## src/rtl/fetch_sequencer.sv

```systemverilog
// Fetch-stage control sequencer: turns jump/hazard/halt events into registered
// PC mux, stall and flush controls, and counts stalled cycles for debug.
module fetch_sequencer #(
    parameter int unsigned FLUSH_CYCLES = 2,
    parameter int unsigned HAZARD_STALL = 1
) (
    input  logic        clk,
    input  logic        reset,
    input  logic        jmp_req,
    input  logic [7:0]  jmp_target,
    input  logic        hazard,
    input  logic        halt,
    input  logic        resume,
    output logic        pc_mux_sel,
    output logic [7:0]  jmp_loc,
    output logic        stall,
    output logic        stall_pm,
    output logic        flush,
    output logic [1:0]  state,
    output logic [15:0] stall_cycles
);

    typedef enum logic [1:0] {
        RUN      = 2'd0,
        STALL    = 2'd1,
        REDIRECT = 2'd2,
        HALT     = 2'd3
    } state_t;

    localparam logic [3:0] FLUSH_LOAD = 4'(FLUSH_CYCLES - 1);
    localparam logic [3:0] STALL_LOAD = 4'(HAZARD_STALL - 1);

    state_t     st_q, st_d;
    logic [3:0] cnt_q, cnt_d;
    logic [7:0] jmp_loc_d;
    logic       redirect_go;

    always_comb begin
        st_d        = st_q;
        cnt_d       = cnt_q;
        jmp_loc_d   = jmp_loc;
        redirect_go = 1'b0;
        case (st_q)
            RUN: begin
                if (jmp_req) begin
                    redirect_go = 1'b1;
                end else if (hazard) begin
                    st_d  = STALL;
                    cnt_d = STALL_LOAD;
                end else if (halt) begin
                    st_d = HALT;
                end
            end
            STALL: begin
                if (jmp_req) begin
                    redirect_go = 1'b1;
                end else if (cnt_q == '0) begin
                    st_d = RUN;
                end else begin
                    cnt_d = cnt_q - 4'd1;
                end
            end
            REDIRECT: begin
                if (jmp_req) begin
                    redirect_go = 1'b1;
                end else if (cnt_q == '0) begin
                    st_d = RUN;
                end else begin
                    cnt_d = cnt_q - 4'd1;
                end
            end
            HALT: begin
                if (resume) begin
                    st_d = RUN;
                end
            end
            default: st_d = RUN;
        endcase
        // Any accepted jump (re)enters REDIRECT with a fresh flush window
        if (redirect_go) begin
            st_d      = REDIRECT;
            cnt_d     = FLUSH_LOAD;
            jmp_loc_d = jmp_target;
        end
    end

    always_ff @(posedge clk or negedge reset) begin
        if (!reset) begin
            st_q         <= RUN;
            cnt_q        <= '0;
            jmp_loc      <= '0;
            pc_mux_sel   <= 1'b0;
            stall        <= 1'b0;
            stall_pm     <= 1'b0;
            flush        <= 1'b0;
            stall_cycles <= '0;
        end else begin
            st_q       <= st_d;
            cnt_q      <= cnt_d;
            jmp_loc    <= jmp_loc_d;
            pc_mux_sel <= redirect_go;
            stall      <= (st_d == STALL) || (st_d == HALT);
            stall_pm   <= (st_d == STALL) || (st_d == HALT);
            flush      <= (st_d == REDIRECT);
            if (stall && (stall_cycles != '1)) begin
                stall_cycles <= stall_cycles + 16'd1;
            end
        end
    end

    assign state = st_q;

endmodule

```

## config.mk

```make
export PLATFORM = sky130hd
export DESIGN_NAME = fetch_sequencer
export DESIGN_NICKNAME = d
export VERILOG_FILES = /design/src/rtl/fetch_sequencer.sv
export SDC_FILE = /design/constraint.sdc
export NUM_CORES = 1
export LEC_CHECK = 0
export CAP_MARGIN = 0
export CORE_UTILIZATION = 29
export DETAILED_ROUTE_END_ITERATION = 16
export GPL_TIMING_DRIVEN = 1
export PLACE_DENSITY = 0.64
export SLEW_MARGIN = 30
export SYNTH_ARGS = -nofsm -noshare
export SYNTH_HDL_FRONTEND = slang
export SYNTH_SLANG_ARGS = --single-unit
```

## constraint.sdc

```tcl
create_clock -name clk -period 2.5 [get_ports clk]
set_input_delay 0.5 -clock clk [delete_from_list [all_inputs] [get_ports clk]]
set_output_delay 0.5 -clock clk [all_outputs]
set_load 0.1 [all_outputs]
```

Word level (Yosys, flattened, before mapping)

Index checks and enable logic that the tools add are counted.

$add $sub $neg: 2
Eq/ne operators: 11
Multiplexer cells: 16
Reductions and logical operators: 8

Operator list:

| kind                    | count |
|---|---|
| $mux W4                 | 5 |
| $add A16 B1 Y16 const B | 1 |
| $ne A16 B16 Y1 const B  | 1 |
| $mux W2                 | 7 |
| $ne A3 B3 Y1 const B    | 3 |
| $eq A2 B2 Y1 const B    | 4 |
| $pmux W4 S2             | 1 |
| $pmux W2 S3             | 1 |
| $reduce_and A5 Y1       | 1 |
| $eq A2 B1 Y1 const B    | 2 |
| $logic_not A4 Y1        | 1 |
| $sub A4 B1 Y4 const B   | 1 |
| $ne A3 B2 Y1 const B    | 1 |
| $reduce_bool A3 Y1      | 1 |
| $reduce_or A3 Y1        | 1 |
| $logic_not A2 Y1        | 1 |
| $mux W1                 | 2 |
| $reduce_or A2 Y1        | 1 |
| $logic_and A1 B1 Y1     | 1 |
| $logic_or A1 B1 Y1      | 1 |

Register bits after elaboration: 33
Bits of input ports: 14
Output and inout bits: 30
Word-level logic and storage cells: 44

Depth between registers and ports, before layout

Depth in word-level cells: 7
Depth in mapped cells: 7
Depth with buffers taken out: 6

Worst setup path before layout

No wires, ideal clock.

Kind: register to register
Start: register stall_cycles[0]
End: register stall_cycles[1]
Setup time: 0.126 ns
Arrival time: 2.470 ns
Required time: 2.374 ns
Slack: -0.095 ns
Cell stages (with the launch flop): 6
Buffers on the path: 0
Clock period less this slack: 2.595 ns
Path through: dfrtp_1 > ha_1 > nand4_2 > or4_4 > o21ai_4 > mux2_4

Longest elaborated chain between the ends: 2
Elaborated cells on any way between the ends: 3
Those cells by class: add/sub (1); eq/ne (1); reduce/logical (1)

RTL lines:

| item                                                    | RTL line | RTL |
|---|---|---|
| start: declaration                                      | 20       | `output logic [15:0] stall_cycles` |
| start signal: assignment                                | 106      | `stall_cycles <= stall_cycles + 16'd1;` |
| branches (longest 2 deep; another with $add A16 B1 Y16) | n/a      |  |

Several ways; the timed one is not identified.
A chain may end at the register's enable or synchronous reset.

Worst setup path after layout

Same ends and word-level chain as after synthesis.

==> results.cfg <==
[synth]
synth_seq_area_share_pct = 48.5
synth.avg_cell_area_um2 = 11.1
async_flop_share_pct = 100
synth-edff-count = 0
ys.flop_type = dfrtp_1
ys_types = 43
ys_seq_elements = 32
syn_area_um2 = 1650
synthCells = 149
synth-warning-count = 0
synth_fp_nets = 168

[power_and_ir_drop]
power.density_nw_per_um2 = 990
ir_drop_v = 0.000370
leakage_uw = 0.000998

[grt]
grtUsageMet2_pct = 19.3
grt_start_max_net_pins = 14
gr-usage-all-layers_pct = 13.0
grt_pass1_wl_mm = 6.07
first_global_vias = 1275
busiest_layer = met2
grt_use_met1_pct = 17.8
antenna_found_initial = 0
grt.met3_usage_pct = 4.35
grt_overflow = 0

[floorplan]
die_w_um = 77.5
die_h_um = 77.5
io_pins = 44
die-area_um2 = 6000
initial_utilization_pct = 30.0
core_area_um2 = 5510
std_cell_rows = 27

[cells_and_area]
seqCellArea_um2 = 803
syn_to_final_growth_pct = 32.9
stdcell_area_um2 = 2190
num_antenna_cells = 0
final_nets = 217
final_layout_size_suffix_gt1_share_pct = 30.2
fill_cells = 562
multi_input_area_um2 = 782

[sta]
max_freq_mhz = 511
fin_setup_tns_ns = 0
slew_viol_final = 0
setup_viol = 0
rsz0062_at_grt = no
period_share_pct = 78.3
finalHoldViolations = 0
worst_clock_skew_ns = 0.00422
slew_headroom_pct = 59.8
fin_ws_ns = 0.542
tightest_slew_ns = 0.599
fin_crit_ns = 1.96

[worst_setup_path]
reg2regPathDepth = 5
path_max_fanout = 5
critical_path_arrival_ns = 2.12
worstPathRequired_ns = 2.67
end_kind = register
path_class = reg2reg
startpoint_type = register

[clock_network]
clock-sinks = 32
path_clk_slew_ns = 0.07
clkLatencyLatePin_ns = 0.28
cts_setup_buffers = 0
cts_tree = yes
cts-root-buf = clkbuf_8
htree_num_levels = 2
cts_inserted_buffers = 5
cts_max_path_buffers = 2
cts_resized = 0
cts_hold_buffers = 0

[placement]
pre_cts_slack_ns = 0.428
io_buffers = 43
place_area_um2 = 2090
place_congestion = 0.788
dp_hpwl_mm = 2.56

[routing]
avgRoutedWirePerCell_um = 12.7
routed_wl_mm = 3.46
drtIter0Drc = 41
vias = 1262
ant_nets = 0
dr.pass1.iters = 4
drcViolationCount = 0
viasPerCell = 4.66

[min_path]
min_path_type = reg2reg
whs_path_depth = 1

[run]
maxCapViolations = 0

[outcome]
status = completed
synthesized netlist by cell type, drive strengths merged, types with 2 or more instances:
cell type   n  area, µm²
dfrtp      32        801
xnor2       6       52.6
ha          5       62.6
nand3       9       45.0
a21oi       4       23.8
nor4        5       31.3
inv         7       26.3
mux2       11        128
o21ai       4       31.3
nor2        8       30.0
a211oi      2       15.0
or3         2       12.5
a2bb2oi     2       17.5
nor3b       2       15.0
and4        4       36.3
buf         4       25.0
nand2       7       26.3
xor2        5       43.8
nor2b       3       18.8
and2        2       12.5
a41oi       2       17.5
nand4       3       25.0
clkbuf      2       17.5
nand2b      2       12.5
mux2i       2       20.0
nor3        4       20.0
state kept, by name (all words and copies together), names as in the netlist:
signal,cells
stall_cycles,16
jmp_loc,8
cnt_q,4
flush,1
pc_mux_sel,1
stall_pm,1
state,1
cell families (layout without fill, tap and decap cells):
| family | after synthesis | in the layout | share of synthesized area [%] |
|---|---|---|---|
| adders and majority gates | 5 | 5 | 3.79 |
| and+or+nand+nor | 56 | 56 | 20.1 |
| DFF | 32 | 32 | 48.5 |
| xor gates and xnor gates | 11 | 11 | 5.83 |
| AOI/OAI and AO/OA | 19 | 19 | 8.71 |
| buffers and inverters | 13 | 63 | 4.17 |
| muxes | 13 | 13 | 8.94 |
where the power goes:
part | switching [µW] | internal (µW)
registers | 75.0 | 606
clock network | 184 | 251
logic | 762 | 296
layer usage:
metal,vias up,part of all wire [%],routed length [µm]
met5,-,0,0
met4,0,0.72,25
met3,4,4.3,150
met2,31,44,1500
met1,591,51,1780
li1,636,-,-
through the flow:
| stage | hold slack, ns | total power [µW] | std cells | utilization [%] |
|---|---|---|---|---|
| 6_report | 0.507 | 2170 | 271 | 39.9 |
| 3_5_place_dp | 0.499 | 1750 | 263 | 38.0 |
| 3_3_place_gp | 0.493 | 1740 | 263 | 38.0 |
| 5_1_grt | 0.520 | 2300 | 271 | 39.9 |
| 4_1_cts | 0.516 | 2200 | 271 | 39.9 |
| 2_1_floorplan | 0.204 | 1520 | 149 | - |
final cells by class:
type,count,area share (%)
Tap cell,72,4.10
Timing Repair Buffer,48,17.9
Multi-Input combinational cell,104,35.6
Inverter,7,1.20
Clock buffer,8,4.56
Sequential cell,32,36.6
critical path, cell delays in order (launching register included):
cell and delay [ns]:
dfrtp_2 0.39, ha_1 0.23, nand4_2 0.15, or4_4 0.60, o21ai_4 0.17, mux2_4 0.31
cells in the final DEF (no fill, tap or decap), drive strengths merged, types with 5 or more instances in the layout:
master | netlist | routed
buf | 4 | 35
dfrtp | 32 | 32
clkdlybuf4s50 | 0 | 13
mux2 | 11 | 11
nand3 | 9 | 9
nor2 | 8 | 8
clkbuf | 2 | 8
inv | 7 | 7
nand2 | 7 | 7
xnor2 | 6 | 6
nor4 | 5 | 5
xor2 | 5 | 5
ha | 5 | 5
final timing paths:
kind	from	endpoint	slack, ns
max reg2reg	stall_cycles[0]	stall_cycles[1]	0.54
min reg2reg	jmp_loc[6]	jmp_loc[6]	0.51
min	jmp_loc[6]	jmp_loc[6]	0.51
max	stall_cycles[0]	stall_cycles[1]	0.54
max in group asynchronous	reset	cnt_q[2]	1.35
min in group asynchronous	reset	stall_cycles[12]	0.58
(Power assumes the default switching activity.)
